$ cat config.mk
export PLATFORM = sky130hd
export DESIGN_NAME = next_state_sequencer
export DESIGN_NICKNAME = d
export VERILOG_FILES = /design/src/rtl/next_state_sequencer.sv
export SDC_FILE = /design/constraint.sdc
export NUM_CORES = 1
export LEC_CHECK = 0
export CAP_MARGIN = 20
export CORE_ASPECT_RATIO = 0.7
export CORE_MARGIN = 10
export CORE_UTILIZATION = 35
export DETAILED_ROUTE_END_ITERATION = 6
export GPL_TIMING_DRIVEN = 0
export PLACE_DENSITY_LB_ADDON = 0.08
export SLEW_MARGIN = 0
export SYNTH_ARGS = -nofsm -noshare
export SYNTH_HDL_FRONTEND = slang
export SYNTH_SLANG_ARGS = --single-unit
$ cat constraint.sdc
create_clock -name clk -period 2.95 [get_ports clk]
set_clock_uncertainty 0.15 [all_clocks]
set_input_delay 0.7375 -clock clk [delete_from_list [all_inputs] [get_ports clk]]
set_output_delay 0.7375 -clock clk [all_outputs]
set_load 0.01 [all_outputs]
$ cat src/rtl/next_state_sequencer.sv
`default_nettype none
// ============================================================================
// Module      : next_state_sequencer
// Description : Control-unit state sequencer: fetch, decode, execute and
//               memory-wait states with a moc timeout that parks in a fault.
// Revision    : 1.0 - initial release
// ============================================================================
module next_state_sequencer #(
  parameter int MOC_TIMEOUT = 15
) (
  input  logic        clk,
  input  logic        reset_n,
  input  logic        start,
  input  logic [31:0] ir,
  input  logic [3:0]  flags,
  input  logic        moc,
  output logic [6:0]  state,
  output logic        busy,
  output logic        mem_wait,
  output logic        fault
);

  typedef enum logic [6:0] {
    S_IDLE       = 7'd0,
    S_MAR_PC     = 7'd1,
    S_FETCH_WAIT = 7'd2,
    S_IR_MDR     = 7'd3,
    S_PC_INC     = 7'd4,
    S_DECODE     = 7'd5,
    S_DP         = 7'd10,
    S_BR         = 7'd20,
    S_BL         = 7'd21,
    S_LD_ADDR    = 7'd30,
    S_LD_WAIT    = 7'd31,
    S_LD_DATA    = 7'd32,
    S_ST_ADDR    = 7'd40,
    S_ST_DATA    = 7'd41,
    S_ST_WAIT    = 7'd42,
    S_UNDEF      = 7'd62,
    S_FAULT      = 7'd63
  } state_t;

  localparam logic [3:0] c_TIMEOUT = 4'(MOC_TIMEOUT);

  state_t     r_state;
  state_t     w_next;
  state_t     w_exec;
  state_t     w_wait_exit;
  logic [3:0] r_cnt;
  logic [3:0] w_next_cnt;
  logic       r_busy;
  logic       r_mem_wait;
  logic       r_fault;
  logic       w_cond_pass;
  logic       w_next_is_wait;
  logic       w_n, w_z, w_c, w_v;
  logic       w_unused_ir;

  assign {w_n, w_z, w_c, w_v} = flags;
  assign w_unused_ir = ^{ir[23:21], ir[19:0]};

  always_comb begin
    w_cond_pass = 1'b0;
    case (ir[31:28])
      4'h0: w_cond_pass = w_z;
      4'h1: w_cond_pass = !w_z;
      4'h2: w_cond_pass = w_c;
      4'h3: w_cond_pass = !w_c;
      4'h4: w_cond_pass = w_n;
      4'h5: w_cond_pass = !w_n;
      4'h6: w_cond_pass = w_v;
      4'h7: w_cond_pass = !w_v;
      4'h8: w_cond_pass = w_c && !w_z;
      4'h9: w_cond_pass = !w_c || w_z;
      4'hA: w_cond_pass = (w_n == w_v);
      4'hB: w_cond_pass = (w_n != w_v);
      4'hC: w_cond_pass = !w_z && (w_n == w_v);
      4'hD: w_cond_pass = w_z || (w_n != w_v);
      4'hE: w_cond_pass = 1'b1;
      4'hF: w_cond_pass = 1'b0;
    endcase
  end

  always_comb begin
    w_exec = S_UNDEF;
    if (!w_cond_pass) begin
      w_exec = S_MAR_PC;
    end else begin
      case (ir[27:25])
        3'b000, 3'b001: w_exec = S_DP;
        3'b010, 3'b011: w_exec = ir[20] ? S_LD_ADDR : S_ST_ADDR;
        3'b101:         w_exec = ir[24] ? S_BL : S_BR;
        default:        w_exec = S_UNDEF;
      endcase
    end
  end

  always_comb begin
    w_wait_exit = S_MAR_PC;
    case (r_state)
      S_FETCH_WAIT: w_wait_exit = S_IR_MDR;
      S_LD_WAIT:    w_wait_exit = S_LD_DATA;
      default:      w_wait_exit = S_MAR_PC;
    endcase
  end

  always_comb begin
    w_next         = S_FAULT;
    w_next_cnt     = r_cnt;
    w_next_is_wait = 1'b0;
    case (r_state)
      S_IDLE:                    w_next = start ? S_MAR_PC : S_IDLE;
      S_MAR_PC:                  w_next = S_FETCH_WAIT;
      S_IR_MDR:                  w_next = S_PC_INC;
      S_PC_INC:                  w_next = S_DECODE;
      S_DECODE:                  w_next = w_exec;
      S_DP, S_BR, S_LD_DATA:     w_next = S_MAR_PC;
      S_BL:                      w_next = S_BR;
      S_LD_ADDR:                 w_next = S_LD_WAIT;
      S_ST_ADDR:                 w_next = S_ST_DATA;
      S_ST_DATA:                 w_next = S_ST_WAIT;
      S_FETCH_WAIT, S_LD_WAIT, S_ST_WAIT: begin
        // moc takes priority over an expiring counter
        if (moc) begin
          w_next = w_wait_exit;
        end else if (r_cnt == c_TIMEOUT) begin
          w_next = S_FAULT;
        end else begin
          w_next     = r_state;
          w_next_cnt = r_cnt + 4'd1;
        end
      end
      default:                   w_next = S_FAULT;
    endcase
    w_next_is_wait = (w_next == S_FETCH_WAIT) || (w_next == S_LD_WAIT) ||
                     (w_next == S_ST_WAIT);
    if (w_next_is_wait && (w_next != r_state)) begin
      w_next_cnt = 4'd0;
    end
  end

  always_ff @(posedge clk or negedge reset_n) begin
    if (!reset_n) begin
      r_state    <= S_IDLE;
      r_cnt      <= 4'd0;
      r_busy     <= 1'b0;
      r_mem_wait <= 1'b0;
      r_fault    <= 1'b0;
    end else begin
      r_state    <= w_next;
      r_cnt      <= w_next_cnt;
      r_busy     <= (w_next != S_IDLE) && (w_next != S_FAULT);
      r_mem_wait <= w_next_is_wait;
      r_fault    <= (w_next == S_FAULT);
    end
  end

  assign state    = r_state;
  assign busy     = r_busy;
  assign mem_wait = r_mem_wait;
  assign fault    = r_fault;

endmodule
`default_nettype wire
==> results of run 1 <==
## worst min-delay path by stage
stage	from	endpoint	depth (start not counted)	slack, ps
final	r_cnt[1]	r_cnt[1]	2	410
after global routing	r_cnt[0]	r_cnt[0]	2	470
after CTS	r_cnt[1]	r_cnt[1]	2	420
after detailed placement	r_cnt[1]	r_cnt[1]	2	400
after global placement	r_cnt[1]	r_cnt[1]	2	390
after floorplan	reset_n	busy	0	290
## layout make-up
class / instances / area [µm²] / share of cell area (%)
tap: 50 / 62.6 / 3.68
buffer: 9 / 57.6 / 3.38
clock buffer: 4 / 55.1 / 3.24
sequential: 14 / 350 / 20.6
multi-input combinational: 127 / 895 / 52.6
timing repair buffer: 26 / 259 / 15.2
inverter: 6 / 22.5 / 1.32
## power by group through the flow
stage	registers, mW	clock network (mW)	logic (mW)
after global placement	0.200	0	0.0770
after detailed placement	0.200	0	0.0781
after CTS	0.196	0.189	0.0829
final	0.196	0.186	0.0896
after floorplan	0.200	0	0.0413
after global routing	0.197	0.202	0.0979
## cell usage in the layout, fill, tap and decap left out, drive strengths merged, types with 3 or more instances in the layout
cell | netlist | final
o21ai | 11 | 11
and2 | 3 | 3
inv | 6 | 6
nand2 | 10 | 10
nor2 | 19 | 19
or3 | 4 | 4
and3b | 3 | 3
dlymetal6s2s | 0 | 3
a211oi | 5 | 5
nor4 | 4 | 4
clkbuf | 2 | 6
buf | 7 | 9
xnor2 | 6 | 6
clkdlybuf4s50 | 0 | 20
dfrtp | 14 | 14
nand2b | 6 | 6
nor3 | 6 | 6
mux2i | 3 | 3
xor2 | 3 | 3
a31oi | 4 | 4
## sequential cells by signal, summed over array words and instances, names as in the netlist
name,count
busy,1
mem_wait,1
r_cnt,4
fault,1
state,7
## what timing repair did
action / 4_1_cts / 5_1_grt
gates resized for setup: 8 / 8
endpoints found under the setup margin: 2 / 2
cloned: 0 / 1
pin swaps: 1 / 2
buffers inserted: 0 / 1
## stage by stage
step	power [mW]	cells	area, µm²	worst slack, ps	utilization [%]
2_1_floorplan	0.241	156	1270	260	-
3_3_place_gp	0.277	230	1570	-505	44.7
3_5_place_dp	0.278	230	1570	-509	44.7
4_1_cts	0.468	234	1660	2.56	47.3
5_1_grt	0.497	236	1700	15.6	48.4
6_report	0.472	236	1700	95.3	48.4
## critical path, cell delays in order
cell	delay, ps
clkdlybuf4s50_1	490
o21ba_2	180
o22ai_2	190
a32o_1	240
a211oi_2	70
or4_4	540
a2111o_1	370
o21ai_2	60
## kinds of logic after synthesis
group,share of synthesized area [%]
xor+xnor,6.22
mux,2.37
simple gates,32.3
buf+inv,5.82
flops,27.6
fa+ha+maj,0.987
other cells,0.296
compound gates,24.4
## layer usage
layer	GRT usage [%]	up-vias	share of wire, %
li1	-	643	-
met1	16.6	630	48
met2	15.5	48	43
met3	4.27	0	9.4
met4	0.512	0	0
met5	0	-	0
==> reports/metrics.csv, run 1 <==
stage,metric,value,unit
run_status,status,completed,
synth,synth_cells,156,
power_and_ir_drop,sw_frac_of_total,24.3,%
final_layout,nFillCells,364,
global_routing,grt_max_degree,15,
drt,drc,0,
sta,relSlewSlack,59.5,%
synth,yosysSeqAreaShare,27.6,%
synth,synth_edf_count,0,
floorplan,num_io_pins,50,
power_and_ir_drop,comb_power_share,19.0,%
placement,dp_hpwl,2900,µm
sta,report.final.slew_viol_count,0,
flow_run,maxCapViolations,0,
synth,synth_nets,197,
critical_path,regToRegSetupSlack,290,ps
global_routing,grt_pass1_wl,6200,µm
clocking,clk_pin_slew,60,ps
critical_path,cp.required,2980,ps
critical_path,r2r_start,state[0],
sta,fin_hold_ws,411,ps
placement,port_buffers,24,
floorplan,num_rows,18,
sta,worst_slew_pin_slew,605,ps
critical_path,r2r_end,mem_wait,
global_routing,overflow,0,
global_routing,grt.total_usage,11.2,%
clocking,clkSinkCount,14,
sta,fin_crit_sh,96.8,%
drt,routed_via_density,5.60,
clocking,cts-hold-fix-buffers,0,
final_layout,nets,228,
final_layout,syn2layout_area_growth,34.3,%
synth,synth.area.top_cells,"dfrtp_1, nor2_1, xnor2_1",
floorplan,die_w,91.9,µm
power_and_ir_drop,powerDensity,277,nW/µm²
floorplan,die_area,6470,µm²
clocking,clk_path_buf_depth,2,
critical_path,worstRegToRegCells,8,
power_and_ir_drop,p_leak,0.663,nW
synth,synthDominantCellAreaShare,27.6,%
global_routing,grt_pass1_vias,1253,
critical_path,critPathCapture,mem_wait,
floorplan,fp.dieH,70.4,µm
clocking,clock-root-buffer,clkbuf_8,
critical_path,cp_max_fo,3,
drt,routedWlPerCell,15.9,µm
synth,synth-seq-cells,14,
sta,setup_tns,0,ps
power_and_ir_drop,switching_power,114,µW
floorplan,start_util,36.1,%
drt,ant_nets,0,
synth,synth_flop_cell,dfrtp_1,
synth,syn_area_per_cell,8.12,µm²
clocking,cts_buffers,3,
power_and_ir_drop,pwr-share-seq,41.7,%
sta,finalHoldViolCount,0,
synth,yosys.cell_types.count,54,
power_and_ir_drop,internal_power,357,µW
placement,routabilityCongestion,0.920,
clocking,clock_insertion_delay_worst_skew,250,ps
synth,synth.most_common_cell,nor2_1,
critical_path,worstSetupStartpoint,flags[2],
power_and_ir_drop,power_frac_clock,39.3,%
floorplan,coreArea,3510,µm²
drt,drt_iter0_drc,126,
sta,period_needed,2850,ps
drt,drt_first_pass_iters,4,
synth,ys_warn_count,0,
synth,syn_area,1270,µm²
global_routing,antenna_found_initial,0,
critical_path,start_kind,input pin,
sta,setup-violations-final,0,
critical_path,cp_data_arrival_time,2880,ps
worst_hold_path,min_path_type,reg -> reg,
drt,num_vias,1321,
synth,async_flop_share,100,%
synth,synth_largest_area_cell,dfrtp_1,
final_layout,drive_gt1_share,15.1,%
final_layout,antenna_cells,0,
clocking,htree_num_levels,1,
critical_path,endpoint_kind,register,
sta,timing.fmax,350,MHz
synth,synthTopCellsByCount,"nor2_1, dfrtp_1, nand2_1",
clocking,cts_tree,done,
power_and_ir_drop,peakVddDrop,0.244,mV
drt,drt_wl_total,3750,µm
critical_path,crit_type,in -> reg,
sta,rsz0062_at_grt,false,
Note: power is estimated with default switching activity, not from simulation.
==> run 2: changes to the inputs <==
--- a/config.mk
+++ b/config.mk
@@ -5,7 +5,6 @@
 export SDC_FILE = /design/constraint.sdc
 export NUM_CORES = 1
 export LEC_CHECK = 0
-export CAP_MARGIN = 20
 export CORE_ASPECT_RATIO = 0.7
 export CORE_MARGIN = 10
 export CORE_UTILIZATION = 35
==> constraint.sdc (replaced) <==
create_clock -name clk -period 2.3 [get_ports clk]
set_clock_uncertainty 0.15 [all_clocks]
set_input_delay 0.575 -clock clk [delete_from_list [all_inputs] [get_ports clk]]
set_output_delay 0.575 -clock clk [all_outputs]
set_load 0.01 [all_outputs]
==> reports/metrics.csv, run 2 (synthesis gave the netlist of run 1 again) <==
stage,metric,value,unit
global_routing,met2_usage,22.5,%
flow_run,maxCapViolations,0,
final_layout,syn2layout_area_growth,67.9,%
placement,routabilityCongestion,0.885,
floorplan,num_rows,18,
worst_hold_path,min_path_type,reg -> reg,
sta,period_needed,2550,ps
floorplan,fp.dieH,70.4,µm
sta,fin_ws,-248,ps
clocking,clk_pin_slew,60,ps
global_routing,antenna_found_initial,0,
drt,routedWlPerCell,18.0,µm
critical_path,r2r_start,state[5],
power_and_ir_drop,p_leak,0.837,nW
floorplan,coreArea,3510,µm²
sta,setup-violations-final,3,
final_layout,layout.cells.most_common,buf_4,
global_routing,grt_max_degree,15,
clocking,clock_insertion_delay_worst_skew,240,ps
sta,rsz0062_at_grt,true,
final_layout,nets,251,
placement,port_buffers,24,
placement,place_area,1610,µm²
floorplan,num_io_pins,50,
global_routing,use_met3,3.09,%
clocking,clk_path_buf_depth,2,
global_routing,grt_busiest_layer,met2,
critical_path,cp.required,2320,ps
placement,dp_hpwl,2900,µm
run_status,violations,negative setup slack,
global_routing,grt_pass1_vias,1485,
sta,finalHoldViolCount,0,
global_routing,grt.total_usage,14.1,%
critical_path,start_kind,input pin,
run_status,status,"finished, violations left",
global_routing,grt_pass1_wl,7750,µm
global_routing,use_met1,18.7,%
placement,dp_cells,230,
sta,relSlewSlack,58.3,%
sta,fin_crit_sh,111,%
critical_path,endpoint_kind,register,
clocking,clock-root-buffer,clkbuf_8,
sta,fin_hold_ws,426,ps
floorplan,die_w,91.9,µm
critical_path,cp_data_arrival_time,2570,ps
drt,routed_via_density,5.52,
drt,ant_nets,0,
worst_hold_path,min-delay-start,r_cnt[1],
final_layout,drive_gt1_share,37.8,%
critical_path,cp_max_fo,7,
floorplan,die_area,6470,µm²
drt,drt_first_pass_iters,4,
drt,drt_wl_total,4660,µm
final_layout,largest_register_ffs,7,
clocking,cts_tree,done,
floorplan,start_util,36.1,%
drt,drt_iter0_drc,161,
sta,worst_slew_pin_slew,623,ps
final_layout,fin_cells,259,
power_and_ir_drop,powerDensity,300,nW/µm²
clocking,cts_buffers,3,
final_layout,antenna_cells,0,
critical_path,worstSetupStartpoint,ir[29],
clocking,clkSinkCount,14,
critical_path,crit_type,in -> reg,
drt,drc,0,
global_routing,overflow,0,
final_layout,finish.instance_area,2130,µm²
sta,timing.fmax,392,MHz
drt,num_vias,1429,
power_and_ir_drop,peakVddDrop,0.279,mV
sta,report.final.slew_viol_count,0,
clocking,htree_num_levels,1,
final_layout,layout_common_cells,"buf_4, nor2_1, clkdlybuf4s50_1",
## run 2: cell count changes in the layout (fill, tap and decap cells not counted), moves of 3 or more
cell	change
dlymetal6s2s_1	-3
buf_12	+3
clkdlybuf4s50_1	-5
buf_6	+3
buf_4	+21
dlygate4sd2_1	+4
## run 2: metrics by stage
step | util (%) | setup TNS (ps) | worst slack, ps | total power, mW
floorplan | - | -171 | -101 | 0.317
global placement | 45.9 | -4010 | -791 | 0.363
detailed placement | 45.9 | -4050 | -813 | 0.365
CTS | 57.9 | -292 | -147 | 0.633
global route | 60.6 | -848 | -277 | 0.669
finish | 60.6 | -464 | -248 | 0.639
## run 2: power breakdown
part | leakage (nW) | switching (mW) | internal (mW)
sequential | 0.154 | 0.00297 | 0.250
clock | 0.0288 | 0.0802 | 0.151
combinational | 0.654 | 0.0757 | 0.0793
## run 2: final timing paths
path | slack (ps) | depth (start not counted) | end
worst max-delay path | -250 | 10 | mem_wait
worst min-delay path | 430 | 2 | r_cnt[1]
worst max register to register | -210 | 7 | mem_wait
worst min register to register | 430 | 2 | r_cnt[1]
max in group asynchronous | 990 | 1 | state[4]
min in group asynchronous | 570 | 1 | state[6]
## run 2: per-layer routing
metal / wire length, µm / vias up / share of wire [%]
li1: - / 691 / -
met1: 2160 / 663 / 46
met2: 2080 / 63 / 45
met3: 320 / 12 / 6.9
met4: 101 / 0 / 2.2
met5: 0 / - / 0
## run 2: timing repair
item / 4_1_cts / 5_1_grt
setup buffers: 17 / 8
endpoints found under the setup margin: 7 / 9
gates resized for setup: 62 / 10
hold buffers: 0 / 0
pin swaps: 20 / 10
## run 2: worst max-delay path, stage by stage
cell and delay (ps):
buf_2 110, buf_6 140, buf_12 130, xnor2_2 160, o22ai_2 130, xnor2_2 270
o32ai_4 140, or3_4 420, a2111o_1 430, o21ai_2 60
## run 2: layout make-up
type,instances,area [µm²]
timing repair buffer,49,445
multi-input combinational,127,1090
fill,297,1390
inverter,6,22.5
clock buffer,4,55.1
buffer,9,97.6
tap,50,62.6
sequential,14,353
